===== src/rtl/c432_test_pkg.sv =====
// c432_test_pkg: shared state encoding, widths, tap positions and step functions for the c432 self-test sequencer
package c432_test_pkg;
  typedef enum logic [1:0] {IDLE, APPLY, CAPTURE, DONE} state_t;
  localparam int LFSR_W = 36;
  localparam int RESP_W = 7;
  localparam int SIG_W = 16;
  localparam int LFSR_TAP_A = 35;
  localparam int LFSR_TAP_B = 10;
  localparam int MISR_TAP_A = 15;
  localparam int MISR_TAP_B = 14;
  localparam int MISR_TAP_C = 12;
  localparam int MISR_TAP_D = 3;
  localparam logic [LFSR_W-1:0] ZERO_SEED = 36'h1;
  // x^36 + x^11 + 1
  function automatic logic [LFSR_W-1:0] lfsr_step(input logic [LFSR_W-1:0] q);
    return {q[LFSR_W-2:0], q[LFSR_TAP_A] ^ q[LFSR_TAP_B]};
  endfunction
  function automatic logic [SIG_W-1:0] misr_step(input logic [SIG_W-1:0] m, input logic [RESP_W-1:0] d);
    return {m[SIG_W-2:0], m[MISR_TAP_A] ^ m[MISR_TAP_B] ^ m[MISR_TAP_C] ^ m[MISR_TAP_D]}
           ^ {{(SIG_W-RESP_W){1'b0}}, d};
  endfunction
endpackage


===== src/rtl/c432_misr.sv =====
// c432_misr: 16-bit multiple-input signature register compressing 7-bit responses
//   clk/rst_n : clock, synchronous active-low reset
//   clr       : zero the signature (wins over en)
//   en        : fold data into the signature this edge
//   data      : response word
//   sig       : current signature; sig_nxt : value sig takes on an enabled edge
module c432_misr
  import c432_test_pkg::*;
(
  input  logic              clk,
  input  logic              rst_n,
  input  logic              clr,
  input  logic              en,
  input  logic [RESP_W-1:0] data,
  output logic [SIG_W-1:0]  sig,
  output logic [SIG_W-1:0]  sig_nxt
);
  assign sig_nxt = misr_step(sig, data);
  always_ff @(posedge clk) begin
    if (!rst_n || clr) sig <= '0;
    else if (en) sig <= sig_nxt;
  end
endmodule


===== src/rtl/c432_test_sequencer.sv =====
// c432_test_sequencer: LFSR-driven self-test of the c432 wrapper with MISR signature compare
//   clk/rst_n           : clock, synchronous active-low reset
//   start/abort         : begin a run (IDLE/DONE only) / cancel a run in progress
//   seed/num_vec/golden_sig : run setup, latched on an accepted start
//   dut_in/dut_out      : vector to the wrapper / its response
//   busy/done/pass      : run status; pass is valid while done
//   signature/vec_count : current MISR value / vectors captured so far
module c432_test_sequencer
  import c432_test_pkg::*;
#(
  parameter int SETTLE_CYCLES = 2,
  parameter int CNT_W = 16
) (
  input  logic              clk,
  input  logic              rst_n,
  input  logic              start,
  input  logic              abort,
  input  logic [LFSR_W-1:0] seed,
  input  logic [CNT_W-1:0]  num_vec,
  input  logic [SIG_W-1:0]  golden_sig,
  output logic [LFSR_W-1:0] dut_in,
  input  logic [RESP_W-1:0] dut_out,
  output logic              busy,
  output logic              done,
  output logic              pass,
  output logic [SIG_W-1:0]  signature,
  output logic [CNT_W-1:0]  vec_count
);
  localparam logic [3:0] SETTLE_LAST = 4'(SETTLE_CYCLES - 1);
  state_t state, state_n;
  logic [LFSR_W-1:0] lfsr, lfsr_n;
  logic [3:0] settle;
  logic [CNT_W-1:0] num_l;
  logic [SIG_W-1:0] gold_l, sig_nxt;
  logic accept, capture, last, enter_apply;
  always_comb begin
    accept = start && (state == IDLE || state == DONE);
    // abort suppresses the capture so signature and vec_count freeze for debug
    capture = state == CAPTURE && !abort;
    last = vec_count + CNT_W'(1) == num_l;
    state_n = state;
    case (state)
      IDLE, DONE: state_n = accept ? (num_vec == '0 ? DONE : APPLY) : state;
      APPLY:      state_n = abort ? IDLE : settle == SETTLE_LAST ? CAPTURE : APPLY;
      CAPTURE:    state_n = abort ? IDLE : last ? DONE : APPLY;
      default:    state_n = IDLE;
    endcase
    lfsr_n = accept ? (seed == '0 ? ZERO_SEED : seed) : capture ? lfsr_step(lfsr) : lfsr;
    // the wrapper input only moves when a new vector starts settling
    enter_apply = state_n == APPLY && state != APPLY;
  end
  always_ff @(posedge clk) begin
    if (!rst_n) state <= IDLE;
    else state <= state_n;
  end
  always_ff @(posedge clk) begin
    if (!rst_n) begin
      lfsr <= '0;
      dut_in <= '0;
      settle <= '0;
      num_l <= '0;
      gold_l <= '0;
      vec_count <= '0;
      pass <= 1'b0;
    end else begin
      lfsr <= lfsr_n;
      if (enter_apply) dut_in <= lfsr_n;
      settle <= (state == APPLY && state_n == APPLY) ? settle + 4'd1 : '0;
      if (accept) begin
        num_l <= num_vec;
        gold_l <= golden_sig;
        vec_count <= '0;
        pass <= num_vec == '0 && golden_sig == '0;
      end else if (capture) begin
        vec_count <= vec_count + CNT_W'(1);
        if (last) pass <= sig_nxt == gold_l;
      end
    end
  end
  c432_misr u_misr (
    .clk    (clk),
    .rst_n  (rst_n),
    .clr    (accept),
    .en     (capture),
    .data   (dut_out),
    .sig    (signature),
    .sig_nxt(sig_nxt)
  );
  assign busy = state == APPLY || state == CAPTURE;
  assign done = state == DONE;
endmodule


===== config.mk =====
export PLATFORM = sky130hd
export DESIGN_NAME = c432_test_sequencer
export DESIGN_NICKNAME = d
export VERILOG_FILES = /design/src/rtl/c432_test_pkg.sv /design/src/rtl/c432_misr.sv /design/src/rtl/c432_test_sequencer.sv
export SDC_FILE = /design/constraint.sdc
export NUM_CORES = 1
export LEC_CHECK = 0
export CORE_MARGIN = 3
export CORE_UTILIZATION = 43
export DETAILED_ROUTE_END_ITERATION = 6
export HOLD_SLACK_MARGIN = 0.05
export PLACE_DENSITY = 0.77
export SLEW_MARGIN = 40
export SYNTH_ARGS = -nofsm -noshare
export SYNTH_HDL_FRONTEND = slang
export SYNTH_SLANG_ARGS = --single-unit
export TNS_END_PERCENT = 5

===== constraint.sdc =====
create_clock -name clk -period 5.8 [get_ports clk]
set_clock_uncertainty 0.05 [all_clocks]
set_input_delay 0.87 -clock clk [delete_from_list [all_inputs] [get_ports clk]]
set_output_delay 0.87 -clock clk [all_outputs]
set_load 0.01 [all_outputs]

==> run summary, run 1 <==
placed cell area: 0.00860 mm^2
utilization after layout: 56.9%
Worst VDD drop: 0.238 mV
final hold vios: 0
top cells by count, synth: nand2_1 (170), dfxtp_1 (143), nand3_1 (45), xnor2_1 (45), o211a_1 (36)
result of the run: completed
Tightest Pin Transition: 795 ps
post-synthesis adder-cell area fraction: 1.04%
initial antenna violation count: 0
critical path class: input port to flip-flop
drt first pass iters: 6
top post-synthesis cells by area: dfxtp_1 (40%), nand2_1 (8.9%), mux2_4 (6.3%)
Mapped Cells: 783
total track usage: 19.9%
mux contribution to synthesized area: 7.94%
CTS root buffer: clkbuf_16
Pwr per Cell Area: 415 mW/mm^2
Yosys Warn Count: 0
average size of a mapped cell: 9.20 um^2
CTS Buffer Depth: 2
first-pass GRT wire length: 29.2 mm
most common cell in the netlist: nand2_1
ys flop type: dfxtp_1
largest family of logic cells by synthesized area: simple AND/OR/NAND/NOR gates
dpl cells: 1094
Worst Path Max Fanout: 36
Fmax: 0.275 GHz
top cell type's share of synthesized area: 39.7%
setup TNS: 0 ps
clk sink count: 143
pre-CTS setup slack: 1670 ps
vias in the first global route: 5827
Critical Path RT: 6060 ps
Total Wirelength: 18.0 mm
synth unique cells: 68
Pleak: 3.69 nW
DRT antenna net count: 0
HP Class: flip-flop to flip-flop
detailed-route wire length per cell: 16.0 um
hold buffer count at cts: 0
Final Non-Filler Cells: 1125
CTS tree: yes
relative slew slack: 46.9%
post-CTS setup buffers: 0
Reg clk slew, reported paths: 60 ps
Critical Path Start Type: input port
area delta synth->final: 27.3%
mapped cell area: 0.00720 mm^2
Synth Area in Compound Gates: 13.8%
total power: 3.80 mW
type of destination of the critical path: flip-flop
sequential fraction of the synthesis area: 39.7%
syn nets: 868
fin crit share: 62.7%
WP data arrival: 3900 ps
Final setup viols: 0
grt ovf: 0
asr flop ratio synth: 0%
Max Cap Violations: 0
Die W: 135 um
post-synthesis simple-gate area fraction: 23.7%
Buffers on Ports: 149
cell accounting for the most synthesized area: dfxtp_1
Die Span Y: 135 um
Layout Nets: 982
post-route DRC violation count: 0
TritonCTS buffer count: 17
full die area: 0.0183 mm^2
CTS-repair resized insts: 0
num rows: 46
Min Hold Slack: 423 ps
vias: 5946
Max H-tree Level: 4
IO Pins: 150
Post-Synth XOR/XNOR Area: 7.54%
Core Region: 0.0161 mm^2
Pins Over Slew Limit: 0
design area: 0.00917 mm^2
register bit total from synthesis: 143
final worst slack: 2160 ps
largest net degree at the start of global routing: 79
gpl congestion: 0.861
Vias per Instance: 5.29
number of flops mapped to enable cells by yosys: 0
min Tclk post-route: 3640 ps
layout cells sized above 1: 13.6%
clock latency on the worst-skew pair: 420 ps
Initial Utilization: 44.7%
RSZ-0062 raised after global routing: false
DP HPWL: 12.2 mm
number of diodes: 0
DR iter-0 viols: 427
worst paths after layout:
kind / from / to / slack [ps] / depth (start not counted)
setup / recovery: num_vec[12] / dut_in[1]$_SDFFE_PN0P_ / 2160 / 9
hold / removal: gold_l[15]$_SDFFE_PN0P_ / gold_l[15]$_SDFFE_PN0P_ / 420 / 2
setup reg to reg: state[0]$_SDFF_PN0_ / dut_in[1]$_SDFFE_PN0P_ / 2330 / 10
hold reg to reg: gold_l[15]$_SDFFE_PN0P_ / gold_l[15]$_SDFFE_PN0P_ / 420 / 2
area by class of cell:
cell class / count / area [um^2]
tap: 216 / 270
multi-input combinational: 573 / 3910
inverter: 6 / 22.5
clock buffer: 21 / 450
clock inverter: 10 / 114
sequential: 143 / 2860
timing repair buffer: 156 / 1540
fill: 1456 / 6940
logic make-up after synthesis:
family / after synthesis
compound gates: 124
xor+xnor: 62
fa+ha+maj: 6
buf+inv: 67
flops: 143
mux: 41
simple gates: 340
worst max-delay path: stages:
cell and delay (ps):
clkdlybuf4s50_1 460, nor4_1 490, and3_1 220, nand3_1 160
o211ai_1 350, nand4bb_2 200, o21ai_4 150, buf_4 560
mux2_2 410
flip-flops by register name (all words and copies together), names as in the netlist:
name        cells
dut_in         36
gold_l         16
lfsr           36
num_l          16
pass            1
settle          4
state           2
u_misr.sig     16
vec_count      16
routing by layer:
metal	global-route usage, %	vias up	part of all wire, %
met3	4.72	14	5.6
met2	32.2	187	47
met1	26.1	2817	46
met4	6.61	0	1.3
met5	0	-	0
li1	-	2928	-
power by group:
part | total (mW) | switching, mW | internal [mW] | leakage, nW
combinational | 1.41 | 0.700 | 0.705 | 2.24
sequential | 1.34 | 0.136 | 1.21 | 1.17
clock | 1.05 | 0.414 | 0.641 | 0.277
total | 3.80 | 1.25 | 2.56 | 3.69
cell usage in the layout, fill, tap and decap left out, types with 3 or more instances in the layout:
cell | Yosys | routed
a211oi_1 | 8 | 8
a21boi_0 | 32 | 32
a21oi_1 | 18 | 18
and2_1 | 12 | 12
and2_2 | 27 | 27
and3_1 | 3 | 3
buf_4 | 10 | 8
clkbuf_1 | 28 | 3
clkbuf_16 | 0 | 17
clkdlybuf4s50_1 | 0 | 148
clkinv_2 | 0 | 4
dfxtp_1 | 143 | 143
ha_1 | 6 | 6
inv_1 | 6 | 6
mux2_2 | 6 | 6
mux2_4 | 30 | 30
mux2i_1 | 4 | 4
nand2_1 | 170 | 169
nand3_1 | 45 | 45
nand4_1 | 10 | 10
nand4_2 | 3 | 3
nor2_1 | 27 | 27
nor3_1 | 4 | 4
nor4_1 | 19 | 19
o211a_1 | 36 | 36
o21ai_0 | 4 | 4
or3_1 | 3 | 3
xnor2_1 | 45 | 45
xor2_1 | 17 | 17
(Power assumes the default switching activity.)
==> inputs of run 2 (changes only) <==
Settings changed: PLACE_DENSITY 0.77 to 0.8.
Clock period 5.8 ns to 3.2 ns, I/O delays scaled along.
==> run 2 against run 1 <==
Die area stayed put. Sequential share of layout area is 0.39 points lower. Combinational power grew 88%. Non-clock buffer count up 3. Critical path type is now flip-flop to flip-flop. Largest cell class unchanged.
==> run summary, run 2 (same netlist as run 1, synthesis figures left out) <==
critical path class: flip-flop to flip-flop
number of diodes: 0
Min Hold Slack: 425 ps
met1 Use GR: 26.9%
CTS-repair resized insts: 0
total power: 7.14 mW
final hold vios: 0
Die Span Y: 135 um
Max Cap Violations: 0
Critical Path Start Type: flip-flop
layout cells sized above 1: 14.0%
post-route DRC violation count: 0
Buffers on Ports: 149
WHS Endpoint: gold_l[15]$_SDFFE_PN0P_
WP data arrival: 3090 ps
Final setup viols: 0
Hold Crit Depth: 2
type of destination of the critical path: flip-flop
most common cell after layout, fill and taps aside: nand2_1
Layout Nets: 985
Pins Over Slew Limit: 0
gpl congestion: 0.857
area delta synth->final: 28.9%
HP Class: flip-flop to flip-flop
Vias per Instance: 5.28
Die W: 135 um
Reg clk slew, reported paths: 60 ps
fillers: 1383
largest net degree at the start of global routing: 79
drt first pass iters: 5
min Tclk post-route: 2830 ps
DRT antenna net count: 0
hold buffer count at cts: 0
Core Region: 0.0161 mm^2
vias in the first global route: 5790
num rows: 46
Worst Hold Launch: gold_l[15]$_SDFFE_PN0P_
internal power: 4.85 mW
result of the run: completed
RSZ-0062 raised after global routing: false
DP HPWL: 12.7 mm
Total Wirelength: 18.2 mm
switching share of power: 32.1%
CTS root buffer: clkbuf_16
full die area: 0.0183 mm^2
Seq pwr share: 34.1%
total track usage: 19.9%
biggest regs: dut_in (36), lfsr (36)
initial antenna violation count: 0
setup TNS: 0 ps
TritonCTS buffer count: 17
vias: 5961
GR Util met3: 5.72%
reg2reg start: vec_count[1]$_SDFFE_PP0P_
clock latency on the worst-skew pair: 420 ps
clock network power share: 28.7%
post-CTS setup buffers: 0
grt ovf: 0
Worst R2R End: dut_in[2]$_SDFFE_PN0P_
relative slew slack: 48.7%
DR iter-0 viols: 420
Worst VDD drop: 0.469 mV
first-pass GRT wire length: 29.2 mm
Max H-tree Level: 4
CTS tree: yes
Critical Path RT: 3460 ps
Pwr per Cell Area: 768 mW/mm^2
Initial Utilization: 44.7%
Tightest Pin Transition: 770 ps
most frequent cells in the layout: nand2_1 (169), clkdlybuf4s50_1 (148), dfxtp_1 (143), nand3_1 (45), xnor2_1 (45)
reg-to-reg slack, setup: 370 ps
Logic pwr share: 37.1%
R2R cell count: 9
clk sink count: 143
Pleak: 3.74 nW
met2 Use GR: 31.0%
CTS Buffer Depth: 2
fin crit share: 88.5%
sw power: 2.29 mW
Fmax: 0.353 GHz
Worst Path Max Fanout: 36
detailed-route wire length per cell: 16.1 um
IO Pins: 150
GRT Max-Usage Layer: met2
==> run 2: cell count changes in the layout (fill, tap and decap cells not counted) <==
cell / delta
clkbuf_1: -1
clkinvlp_4: +1
buf_2: +1
buf_4: -2
bufinv_16: +2
buf_12: +4
clkinv_4: -2
==> run 2: worst max path at each step <==
stage | slack, ps | depth (start not counted) | startpoint | endpoint
final | 370 | 9 | vec_count[1]$_SDFFE_PP0P_ | dut_in[2]$_SDFFE_PN0P_
after global routing | 50 | 8 | vec_count[1]$_SDFFE_PP0P_ | settle[0]$_SDFF_PN0_
after CTS | 400 | 9 | vec_count[1]$_SDFFE_PP0P_ | dut_in[5]$_SDFFE_PN0P_
after detailed placement | 170 | 8 | num_vec[0] | dut_in[5]$_SDFFE_PN0P_
after global placement | 210 | 9 | num_vec[13] | dut_in[5]$_SDFFE_PN0P_
after floorplan | 540 | 9 | vec_count[0]$_SDFFE_PP0P_ | dut_in[10]$_SDFFE_PN0P_
==> run 2: area by class of cell <==
type	instances	area [um^2]	share of cell area (%)
tap	216	270	2.91
clock inverter	11	164	1.76
inverter	6	22.5	0.242
clock buffer	20	447	4.81
timing repair buffer	159	1610	17.4
sequential	143	2860	30.8
multi-input combinational	573	3910	42.1
==> run 2: critical path, cell delays in order (launching register included) <==
cell and delay, ps:
dfxtp_1 450, ha_1 310, and3_1 310, and3_2 270, a32o_1 160, a21oi_2 50
nand4bb_2 290, o21ai_4 170, buf_12 280, mux2_2 370
==> run 2: through the flow <==
stage / setup slack [ps] / instance area (um^2) / utilization [%] / cells
2_1_floorplan: 537 / 7200 / - / 783
3_3_place_gp: 212 / 8680 / 53.8 / 1097
3_5_place_dp: 172 / 8680 / 53.8 / 1097
4_1_cts: 397 / 9290 / 57.6 / 1128
5_1_grt: 47.2 / 9290 / 57.6 / 1128
6_report: 367 / 9290 / 57.6 / 1128
==> run 2: power groups by stage <==
stage          Clock (mW)  Combinational (mW)  Sequential [mW]
2_1_floorplan           0                1.83             2.49
6_report             2.05                2.65             2.44
3_5_place_dp            0                2.66             2.46
3_3_place_gp            0                2.61             2.46
4_1_cts              2.08                2.67             2.44
5_1_grt              2.15                2.88             2.48
==> run 2: per-layer routing <==
metal | part of all wire [%] | wire [um]
met1 | 45 | 8260
met2 | 46 | 8300
met3 | 7.3 | 1330
met4 | 1.8 | 321
met5 | 0 | 0
